==> src/rtl/inst_fetch.sv <==
// Instruction fetch stage: word-addressed pc, BOOT/RUN/ERR sequencing and IF/ID pipeline register.
// Optional performance counters (fetch_cnt, stall_cnt) are built when IFETCH_PERF_CNT_EN is defined.
module inst_fetch #(
    parameter int unsigned IM_SIZE  = 100,
    parameter logic [31:0] RESET_PC = 32'd0
) (
    input  logic        clk,
    input  logic        rst_n,
    input  logic        stall_i,
    input  logic        flush_i,
    input  logic        branch_taken_i,
    input  logic [31:0] branch_target_i,
    input  logic        jump_i,
    input  logic [31:0] jump_target_i,
    input  logic [31:0] inst_in,
    output logic [31:0] pc_out,
    output logic [31:0] if_id_inst,
    output logic [31:0] if_id_pc,
    output logic [31:0] if_id_pc_plus1,
    output logic        if_id_valid,
    output logic        addr_err
`ifdef IFETCH_PERF_CNT_EN
    ,
    output logic [31:0] fetch_cnt,
    output logic [31:0] stall_cnt
`endif
);

    typedef enum logic [1:0] {
        BOOT = 2'd0,
        RUN  = 2'd1,
        ERR  = 2'd2
    } state_t;

    typedef enum logic [1:0] {
        IFID_HOLD    = 2'd0,
        IFID_CAPTURE = 2'd1,
        IFID_BUBBLE  = 2'd2
    } ifid_op_t;

    state_t      state_q, state_d;
    logic [31:0] pc_q, pc_d;
    logic [31:0] pc_plus1;
    ifid_op_t    ifid_op;
    logic        redirect;
    logic [31:0] redirect_target;
    logic        in_range;
    logic        stall_event;

    assign pc_plus1        = pc_q + 32'd1;
    assign redirect        = branch_taken_i | jump_i;
    // Branch outranks jump when both fire in the same cycle.
    assign redirect_target = branch_taken_i ? branch_target_i : jump_target_i;
    assign in_range        = (pc_q < IM_SIZE);

    // NOTE: every signal written here gets a default first so no path leaves it unassigned (no latches).
    always_comb begin
        state_d     = state_q;
        pc_d        = pc_q;
        ifid_op     = IFID_HOLD;
        stall_event = 1'b0;

        case (state_q)
            BOOT: begin
                state_d = RUN;
            end
            RUN: begin
                if (redirect) begin
                    pc_d    = redirect_target;
                    ifid_op = IFID_BUBBLE;
                end else if (stall_i) begin
                    stall_event = 1'b1;
                end else if (in_range) begin
                    pc_d    = pc_plus1;
                    ifid_op = IFID_CAPTURE;
                end else begin
                    state_d = ERR;
                    ifid_op = IFID_BUBBLE;
                end
            end
            ERR: begin
                ifid_op = IFID_BUBBLE;
                if (redirect) begin
                    pc_d    = redirect_target;
                    state_d = RUN;
                end
            end
            default: begin
                state_d = BOOT;
            end
        endcase

        // Flush wins over both capture and stall hold; pc sequencing is unaffected.
        if (flush_i) begin
            ifid_op = IFID_BUBBLE;
        end
    end

    // NOTE: sequential state uses non-blocking assignments so all flops update from pre-edge values.
    always_ff @(posedge clk or negedge rst_n) begin
        if (!rst_n) begin
            state_q <= BOOT;
            pc_q    <= RESET_PC;
        end else begin
            state_q <= state_d;
            pc_q    <= pc_d;
        end
    end

    always_ff @(posedge clk or negedge rst_n) begin
        if (!rst_n) begin
            if_id_inst     <= 32'd0;
            if_id_pc       <= 32'd0;
            if_id_pc_plus1 <= 32'd0;
            if_id_valid    <= 1'b0;
        end else begin
            case (ifid_op)
                IFID_CAPTURE: begin
                    if_id_inst     <= inst_in;
                    if_id_pc       <= pc_q;
                    if_id_pc_plus1 <= pc_plus1;
                    if_id_valid    <= 1'b1;
                end
                IFID_BUBBLE: begin
                    // Bubble keeps the pc fields of the last instruction.
                    if_id_inst  <= 32'd0;
                    if_id_valid <= 1'b0;
                end
                default: begin
                end
            endcase
        end
    end

`ifdef IFETCH_PERF_CNT_EN
    always_ff @(posedge clk or negedge rst_n) begin
        if (!rst_n) begin
            fetch_cnt <= 32'd0;
            stall_cnt <= 32'd0;
        end else begin
            if (ifid_op == IFID_CAPTURE) begin
                fetch_cnt <= fetch_cnt + 32'd1;
            end
            if (stall_event) begin
                stall_cnt <= stall_cnt + 32'd1;
            end
        end
    end
`endif

    assign pc_out   = pc_q;
    assign addr_err = (state_q == ERR);

endmodule

==> config.mk <==
export PLATFORM = sky130hd
export DESIGN_NAME = inst_fetch
export DESIGN_NICKNAME = d
export VERILOG_FILES = /design/src/rtl/inst_fetch.sv
export SDC_FILE = /design/constraint.sdc
export NUM_CORES = 1
export LEC_CHECK = 0
export ABC_AREA = 1
export BUFFER_PORTS_ARGS = -buffer_cell sky130_fd_sc_hd__buf_2
export CAP_MARGIN = 30
export CORE_ASPECT_RATIO = 0.7
export CORE_MARGIN = 2
export CORE_UTILIZATION = 52
export CTS_BUF_LIST = sky130_fd_sc_hd__clkbuf_4 sky130_fd_sc_hd__clkbuf_8
export CTS_CLUSTER_DIAMETER = 30
export DETAILED_ROUTE_END_ITERATION = 8
export PLACE_DENSITY = 0.93
export SYNTH_ARGS = -nofsm -noshare
export SYNTH_HDL_FRONTEND = slang
export SYNTH_SLANG_ARGS = --single-unit
==> constraint.sdc <==
create_clock -name clk -period 2.7 [get_ports clk]
set_input_delay 0 -clock clk [delete_from_list [all_inputs] [get_ports clk]]
set_output_delay 0 -clock clk [all_outputs]
set_load 0.02 [all_outputs]
Word-level counts from Yosys, hierarchy flattened

Index checks and enable logic that the tools add are counted.

Bits in registers: 131
Input port bits: 102
Output and inout bits: 130
Word-level logic and storage cells: 42

Add/subtract/negate cells: 1
Magnitude comparators: 1
Equality and inequality tests: 10
Muxes and demuxes: 18
Bitwise gates (word level): 1
Reductions and logical operators: 5

Operator list:

| kind                    | number |
|---|---|
| $mux W32                | 5 |
| $pmux W32 S2            | 2 |
| $add A32 B1 Y32 const B | 1 |
| $lt A32 B7 Y1 const B   | 1 |
| $mux W2                 | 8 |
| $reduce_and A4 Y1       | 2 |
| $ne A2 B2 Y1 const B    | 3 |
| $ne A3 B3 Y1 const B    | 2 |
| $pmux W2 S3             | 1 |
| $eq A2 B1 Y1 const B    | 2 |
| $eq A2 B2 Y1 const B    | 2 |
| $pmux W2 S2             | 1 |
| $reduce_bool A2 Y1      | 2 |
| $logic_not A2 Y1        | 1 |
| $ne A2 B1 Y1 const B    | 1 |
| $pmux W1 S2             | 1 |
| $or A1 B1 Y1            | 1 |

Depth between registers and ports, before layout

Gate-level depths: netlist (run 1).

Word-level depth: 8
Mapped depth: 18
Gate-level depth less buffers: 15

Least setup slack after synthesis (run 1)

OpenSTA, ideal clock, no wires.

Path kind: flip-flop to flip-flop
From: register pc_q[3] (netlist: pc_out[3])
To: register if_id_pc[23]
Setup time: 0.131 ns
Arrival time: 2.191 ns
Data required time: 2.569 ns
Slack: 0.378 ns
Cell stages (with the launch flop): 18
Buffers on the path: 4
Path through: dfrtp_1 -> buf_6 -> nor3_1 -> nor2_1 -> nor2_2 -> nand2_1 -> nand2_1 -> nand3b_1 -> nand2_1 -> nand2_1 -> inv_1 -> ha_1 -> clkbuf_1 -> inv_1 -> clkbuf_1 -> clkbuf_1 -> nand2_1 -> o21ai_0

Longest elaborated chain between the ends: 7

Ends and longest elaborated chain:

| what                   | RTL line | source |
|---|---|---|
| start, declared        | 42       | `logic [31:0] pc_q, pc_d;` |
| start signal, assigned | 106      | `pc_q <= pc_d;` |
| $lt A32 B7 Y1          | 54       | `assign in_range = (pc_q < IM_SIZE);` |
| $mux W2                | 73       | `end else if (in_range) begin` |
| $mux W2                | 71       | `end else if (stall_i) begin` |
| $mux W2                | 68       | `if (redirect) begin` |
| $pmux W2 S2            | 63       | `case (state_q)` |
| $mux W2                | 94       | `if (flush_i) begin` |
| $eq A2 B1 Y1           | 117      | `case (ifid_op)` |
| end signal, assigned   | 120      | `if_id_pc <= pc_q;` |
| end, declared          | 18       | `output logic [31:0] if_id_pc,` |

Every way passes these cells.
A chain may end at the register's enable or synchronous reset.

Worst setup path after layout (run 1)

From: register pc_q[19] (netlist: pc_out[19])
To: register if_id_pc_plus1[24]

Longest elaborated chain between the ends: 7

Ends and longest elaborated chain:

| what                 | RTL line | source |
|---|---|---|
| $lt A32 B7 Y1        | 54       |  |
| $mux W2              | 73       |  |
| $mux W2              | 71       |  |
| $mux W2              | 68       |  |
| $pmux W2 S2          | 63       |  |
| $mux W2              | 94       |  |
| $eq A2 B1 Y1         | 117      |  |
| end signal, assigned | 121      | `if_id_pc_plus1 <= pc_plus1;` |
| end, declared        | 19       | `output logic [31:0] if_id_pc_plus1,` |

Parallel ways exist; a longest one is shown, timed or not.

==> results.cfg, run 1 <==
[run_status]
status = finished clean

[global_routing]
grt_pass1_wl_mm = 39.4
grt_max_degree = 56
first_global_vias = 7431
antenna_found_initial = 0
grt_overflow = 0
grt_usage_pct = 36.4

[yosys]
synth.top_cells.by_area = dfrtp_1 (48%), nand2_1 (20%), nand3_1 (6.9%)
synth_top_area_share_pct = 48.3
ys_seq_area_share_pct = 48.3
synth_edf_count = 0
synth_most_common_cell = nand2_1
yosysTopAreaCell = dfrtp_1
ys_types = 29
yosys.area_share.simple_pct = 37.1
synth.top_cells.by_count = nand2_1 (365), dfrtp_1 (131), nor2_1 (100), nand3_1 (94), o21ai_0 (51)
synthesis.area_mm2 = 0.00679
yosys_warnings = 0
synth_compound_area_share_pct = 6.21
ys_async_sr_fraction_pct = 100
synth_xor_area_share_pct = 1.16
synth-main-ff-cell = dfrtp_1
synth_fa_ha_area_share_pct = 1.29
synthMuxAreaShare_pct = 0
synth_top_family_by_area = simple AND/OR/NAND/NOR gates
synthCells = 922
syn-num-nets = 1031
syn_avg_cell_area_um2 = 7.37
ys_ff_latch = 131

[worst_setup_path]
cp_max_fo = 50
crit_slowest_cell = dfrtp_1
cp-startpoint = pc_out[19]
cp-endpoint = if_id_pc_plus1[24]
crit_family = simple AND/OR/NAND/NOR gates
cp-end-kind = register
crit_path_cell_trace = inv_1 > nand2_1 > nor2_1 > nand2_1 > nor2_2 > nand2_1 > nand2_1 > nand3b_1 > nand2_1 > nand2_1 > inv_1 > ha_1 > clkbuf_8 > nor2_1 > a31oi_1
critPathMostFrequentCell = nand2_1
crit_arrival_ns = 2.83
worstPathRequired_ns = 3.04
critPathKind = reg2reg
reg2regPathDepth = 15
start_kind = register
crit_buf_inv = 3
crit_cells = 15
rr_startpoint = pc_out[19]
rr_endpoint = if_id_pc_plus1[24]
critPathMaxStageDelay_ns = 0.49
reg2reg_slack_ns = 0.21

[pwr]
p_int_uw = 4580
ir_drop_v = 0.000542
clockPowerShare_pct = 21.2
combPwrFrac_pct = 44.2
seqPwrFrac_pct = 34.6
power.switching_uw = 4000
swShare_pct = 46.6
p_leak_uw = 0.00497
powerDensity_mw_per_mm2 = 936

[job]
cap_violations = 0

[floorplanning]
initial_core_util_pct = 53.9
io_pins = 232
rows = 34
dieArea_mm2 = 0.0140
die_h_um = 99.6
die_w_um = 141
core-area_mm2 = 0.0126

[worst_hold_path]
hold_class = in2reg

[cts]
cts.sinks = 131
cts_tree = done
cts_setup_buffers = 0
cts_buffers = 17
clk_path_buf_depth = 2
htree_levels = 4
clk_pin_slew_worst_paths_ns = 0.08
clk_latency_ns = 0.44
cts_root_buf = clkbuf_8

[detailed_routing]
ant_nets = 0
route.final.wire_length_mm = 25.0
drc_errors = 0
via_count = 7762
post_drt_wl_per_cell_um = 18.0
drtIter0Drc = 806
viasPerCell = 5.61
drtPass1Iterations = 6

[timing]
finalSetupViolCount = 0
period_needed_ns = 2.49
fin_worst_skew_ns = 0.0164
worst_slack_ns = 0.211
finalHoldViolCount = 0
period_share_pct = 92.2
maxSlewViolCount = 0
worst_pin_slew_ns = 0.862
tns_ns = 0
slew_headroom_pct = 42.5
timing.fmax_mhz = 402
rsz0062_at_grt = false

[place]
dp_hpwl_mm = 17.4
routabilityCongestion = 1.01
preCtsSetupSlack_ns = 0.202
io_buffers = 231
placed_cell_area_mm2 = 0.00813

[layout]
num-fill-cells = 953
fin_nets = 1317
drive_above_1_share_pct = 24.7
area_growth_pct = 35.1
final_area_mm2 = 0.00918
==> cell type report <==
class | count | area (um^2) | area share [%]
antenna | 1 | 2.50 | 0.0273
timing repair buffer | 315 | 1970 | 21.5
sequential | 131 | 3280 | 35.7
clock inverter | 11 | 151 | 1.65
clock buffer | 21 | 283 | 3.08
tap | 162 | 203 | 2.21
multi-input combinational | 697 | 3110 | 33.9
inverter | 46 | 175 | 1.91
==> worst register-to-register path, cell delays in order (launching register included) <==
cell and delay, ns:
dfrtp_1 0.49, inv_1 0.16, nand2_1 0.07, nor2_1 0.10, nand2_1 0.09, nor2_2 0.12
nand2_1 0.07, nand2_1 0.06, nand3b_1 0.07, nand2_1 0.06, nand2_1 0.09, inv_1 0.07
ha_1 0.22, clkbuf_8 0.39, nor2_1 0.09, a31oi_1 0.23
==> flip-flops by register name, summed over array words and instances, names as in the netlist <==
| name | flops |
|---|---|
| state_q | 2 |
| if_id_pc_plus1 | 32 |
| pc_out | 32 |
| if_id_valid | 1 |
| if_id_pc | 32 |
| if_id_inst | 32 |
==> repair_timing <==
item | in CTS | in global routing
hold buffers | 60 | 0
setup endpoints to repair | 0 | 31
resized for setup | 0 | 4
hold endpoints to repair | 101 | 0
==> cells by family after synthesis <==
kind of cell             count (synthesis)
flip-flops                             131
buffers and inverters                   94
AND/OR/NAND/NOR                        603
XOR/XNOR                                 9
AO/OA/AOI/OAI                           78
adder cells (fa/ha/maj)                  7
==> cell usage in the layout (no fill, tap or decap) <==
master	n
a21oi_1	3
a31oi_1	21
buf_12	2
buf_2	230
buf_4	22
bufinv_16	3
clkbuf_4	1
clkbuf_8	21
clkinv_2	2
clkinv_4	2
clkinvlp_4	3
dfrtp_1	131
diode_2	1
dlygate4sd3_1	60
ha_1	7
inv_1	44
inv_2	1
inv_4	1
inv_8	1
nand2_1	365
nand2_2	1
nand2_4	1
nand3_1	94
nand3_2	2
nand3_4	1
nand3b_1	5
nand4_1	26
nor2_1	100
nor2_2	6
nor3_1	1
o211ai_1	1
o21ai_0	51
o21ai_2	1
o31ai_1	1
or2_2	1
xnor2_1	1
xor2_1	8
==> per-layer routing <==
| layer | global-route usage, % | wire length (um) | vias up |
|---|---|---|---|
| met5 | 0 | 0 | - |
| met4 | 12.1 | 586 | 0 |
| met3 | 17.3 | 4130 | 68 |
| met2 | 52.6 | 10400 | 590 |
| met1 | 48.6 | 9810 | 3547 |
| li1 | - | - | 3557 |
==> power groups by stage <==
stage,sequential [uW],combinational (uW),clock (uW)
global placement,2950,3480,0
global route,3030,4090,1910
CTS,2930,3650,1820
detailed placement,2960,3550,0
finish,2970,3790,1820
floorplan,3420,1710,0
==> worst min path at each step <==
stage                                    from                end  cells past startpoint
final                     branch_target_i[26]         pc_out[26]                      5
after global routing      branch_target_i[26]         pc_out[26]                      5
after CTS                   jump_target_i[23]         pc_out[23]                      5
after detailed placement                rst_n  if_id_pc_plus1[0]                      1
after global placement                  rst_n  if_id_pc_plus1[0]                      1
after floorplan                         rst_n      if_id_inst[0]                      0
==> metrics by stage <==
step | total power [uW] | hold WS [ns] | util (%) | std cells
6_report | 8590 | 0.0184 | 72.9 | 1384
5_1_grt | 9030 | 0.0157 | 72.8 | 1383
3_5_place_dp | 6510 | 0.109 | 64.6 | 1291
4_1_cts | 8400 | 0.000196 | 72.8 | 1383
3_3_place_gp | 6430 | 0.0931 | 64.6 | 1291
2_1_floorplan | 5130 | -0.296 | - | 922
Power figures use the tool's default switching activity.
==> run 2, diff against run 1 <==
--- a/config.mk
+++ b/config.mk
@@ -14,6 +14,7 @@
 export CTS_BUF_LIST = sky130_fd_sc_hd__clkbuf_4 sky130_fd_sc_hd__clkbuf_8
 export CTS_CLUSTER_DIAMETER = 30
 export DETAILED_ROUTE_END_ITERATION = 8
+export MAX_ROUTING_LAYER = met4
 export PLACE_DENSITY = 0.93
 export SYNTH_ARGS = -nofsm -noshare
 export SYNTH_HDL_FRONTEND = slang
==> run 2 against run 1 <==
Net effect:
- worst hold slack worse by 0.0092 ns
- routed wire length rose by 2.7%
- worst setup slack worse by 0.058 ns
- non-clock buffer count grew 3
- power decreased by 1.1%
- highest routed layer unchanged
- critical path depth unchanged
- largest cell class unchanged
- sequential share of layout area rose by 0.13 points
- via count rose by 1.0%
==> results.cfg, run 2 (synthesis results as in run 1) <==
[cts]
clk_path_buf_depth = 2
cts_setup_buffers = 0
clk_pin_slew_worst_paths_ns = 0.08
cts.sinks = 131
htree_levels = 4
cts.hold.buffers_added = 61
post_cts_resized = 0
cts_tree = done
cts_root_buf = clkbuf_8
clk_latency_ns = 0.45
cts_buffers = 17

[timing]
rsz0062_at_grt = false
hold_slack_ns = 0.00925
tns_ns = 0
fin_worst_skew_ns = 0.0125
slew_headroom_pct = 46.9
worst_pin_slew_ns = 0.796
period_needed_ns = 2.55
finalHoldViolCount = 0
finalSetupViolCount = 0
maxSlewViolCount = 0
timing.fmax_mhz = 393
period_share_pct = 94.3

[global_routing]
use_met3_pct = 11.8
top_usage_layer = met2
gr-usage-met1_pct = 52.5
grt_pass1_wl_mm = 39.8
antenna_found_initial = 0
met2_usage_pct = 54.1
grt_overflow = 0
grt_usage_pct = 38.1
first_global_vias = 7410
grt_max_degree = 51

[layout]
drive_above_1_share_pct = 24.8
final_cell_mix = nand2_1 (365), buf_2 (230), dfrtp_1 (131)
fin_nets = 1320
area_growth_pct = 34.6
diodes = 0
num-fill-cells = 979
multi_input_area_mm2 = 0.00311
layout_commonest_cell = nand2_1
regArea_mm2 = 0.00328
final_util_pct = 72.6

[worst_hold_path]
hold_class = in2reg

[detailed_routing]
route.final.wire_length_mm = 25.6
ant_nets = 0
drc_errors = 0
drtIter0Drc = 1226
post_drt_wl_per_cell_um = 18.5
viasPerCell = 5.66
drtPass1Iterations = 8
via_count = 7841

[pwr]
powerDensity_mw_per_mm2 = 929
p_leak_uw = 0.00497
p_total_uw = 8490
combPwrFrac_pct = 45.2
swShare_pct = 47.9
power.switching_uw = 4070
p_int_uw = 4420
seqPwrFrac_pct = 35.3
clockPowerShare_pct = 19.5
ir_drop_v = 0.000505

[place]
dp_hpwl_mm = 17.8
routabilityCongestion = 1.00
io_buffers = 231

[worst_setup_path]
critPathKind = reg2reg
cp_max_fo = 50
crit_arrival_ns = 2.90
cp-end-kind = register
start_kind = register
worstPathRequired_ns = 3.05

[floorplanning]
die_h_um = 99.6
initial_core_util_pct = 53.9
core-area_mm2 = 0.0126
die_w_um = 141
io_pins = 232
dieArea_mm2 = 0.0140
rows = 34

[run_status]
status = finished clean

[job]
cap_violations = 0
## run 2: cell types whose count changed in the layout (fill, tap and decap cells not counted), sizes merged
cell / before / now
bufinv: 3 / 1
buf: 254 / 257
dlygate4sd3: 60 / 61
clkbuf: 22 / 21
diode: 1 / 0
clkinvlp: 3 / 2
inv: 47 / 49
## run 2: final cells by class
class,count,share of cell area [%]
repair buffers,318,21.8
inverters,46,1.89
multi-input cells,697,34.0
clock inverters,10,1.08
flip-flops and latches,131,35.9
well taps,162,2.22
clock buffers,21,3.16
## run 2: layer usage
metal | part of all wire (%) | wire length, um
met5 | 0 | 0
met2 | 41 | 10600
met1 | 41 | 10400
met3 | 14 | 3570
met4 | 4.0 | 1020
## run 2: worst max-delay path, cell delays in order, from the launching register on
cell and delay, ns:
dfrtp_1 0.45, inv_1 0.20, nand2_1 0.09, nor2_1 0.11, nand2_1 0.10, nor2_2 0.14, nand2_1 0.06, nand2_1 0.06
nand3b_1 0.07, nand2_1 0.06, nand2_1 0.09, inv_1 0.07, ha_1 0.16, buf_4 0.46, nor2_1 0.11, a31oi_1 0.18
## run 2: path summary, 6_finish.rpt
path	start	end	slack [ns]	depth (start not counted)
min	branch_target_i[0]	pc_out[0]	0.009	5
min in group asynchronous	rst_n	if_id_pc_plus1[6]	0.04	2
max in group asynchronous	rst_n	pc_out[26]	1.91	3
max	pc_out[30]	if_id_pc_plus1[19]	0.15	15
min reg2reg	if_id_inst[16]	if_id_inst[16]	0.48	2
max reg2reg	pc_out[30]	if_id_pc_plus1[19]	0.15	15
## run 2: power by group through the flow
stage / logic [uW] / clock network [uW] / registers (uW)
2_1_floorplan: 1710 / 0 / 3420
3_3_place_gp: 3530 / 0 / 2950
3_5_place_dp: 3600 / 0 / 2970
4_1_cts: 3710 / 1640 / 2940
5_1_grt: 4120 / 1740 / 3020
6_report: 3840 / 1660 / 2990
## run 2: metrics by stage
stage | cells | area [um^2] | setup WS [ns]
after floorplan | 922 | 6790 | 0.378
after CTS | 1385 | 9140 | 0.242
after global placement | 1293 | 8140 | 0.363
after detailed placement | 1293 | 8140 | 0.280
after global routing | 1385 | 9140 | 0.0119
final | 1385 | 9140 | 0.154
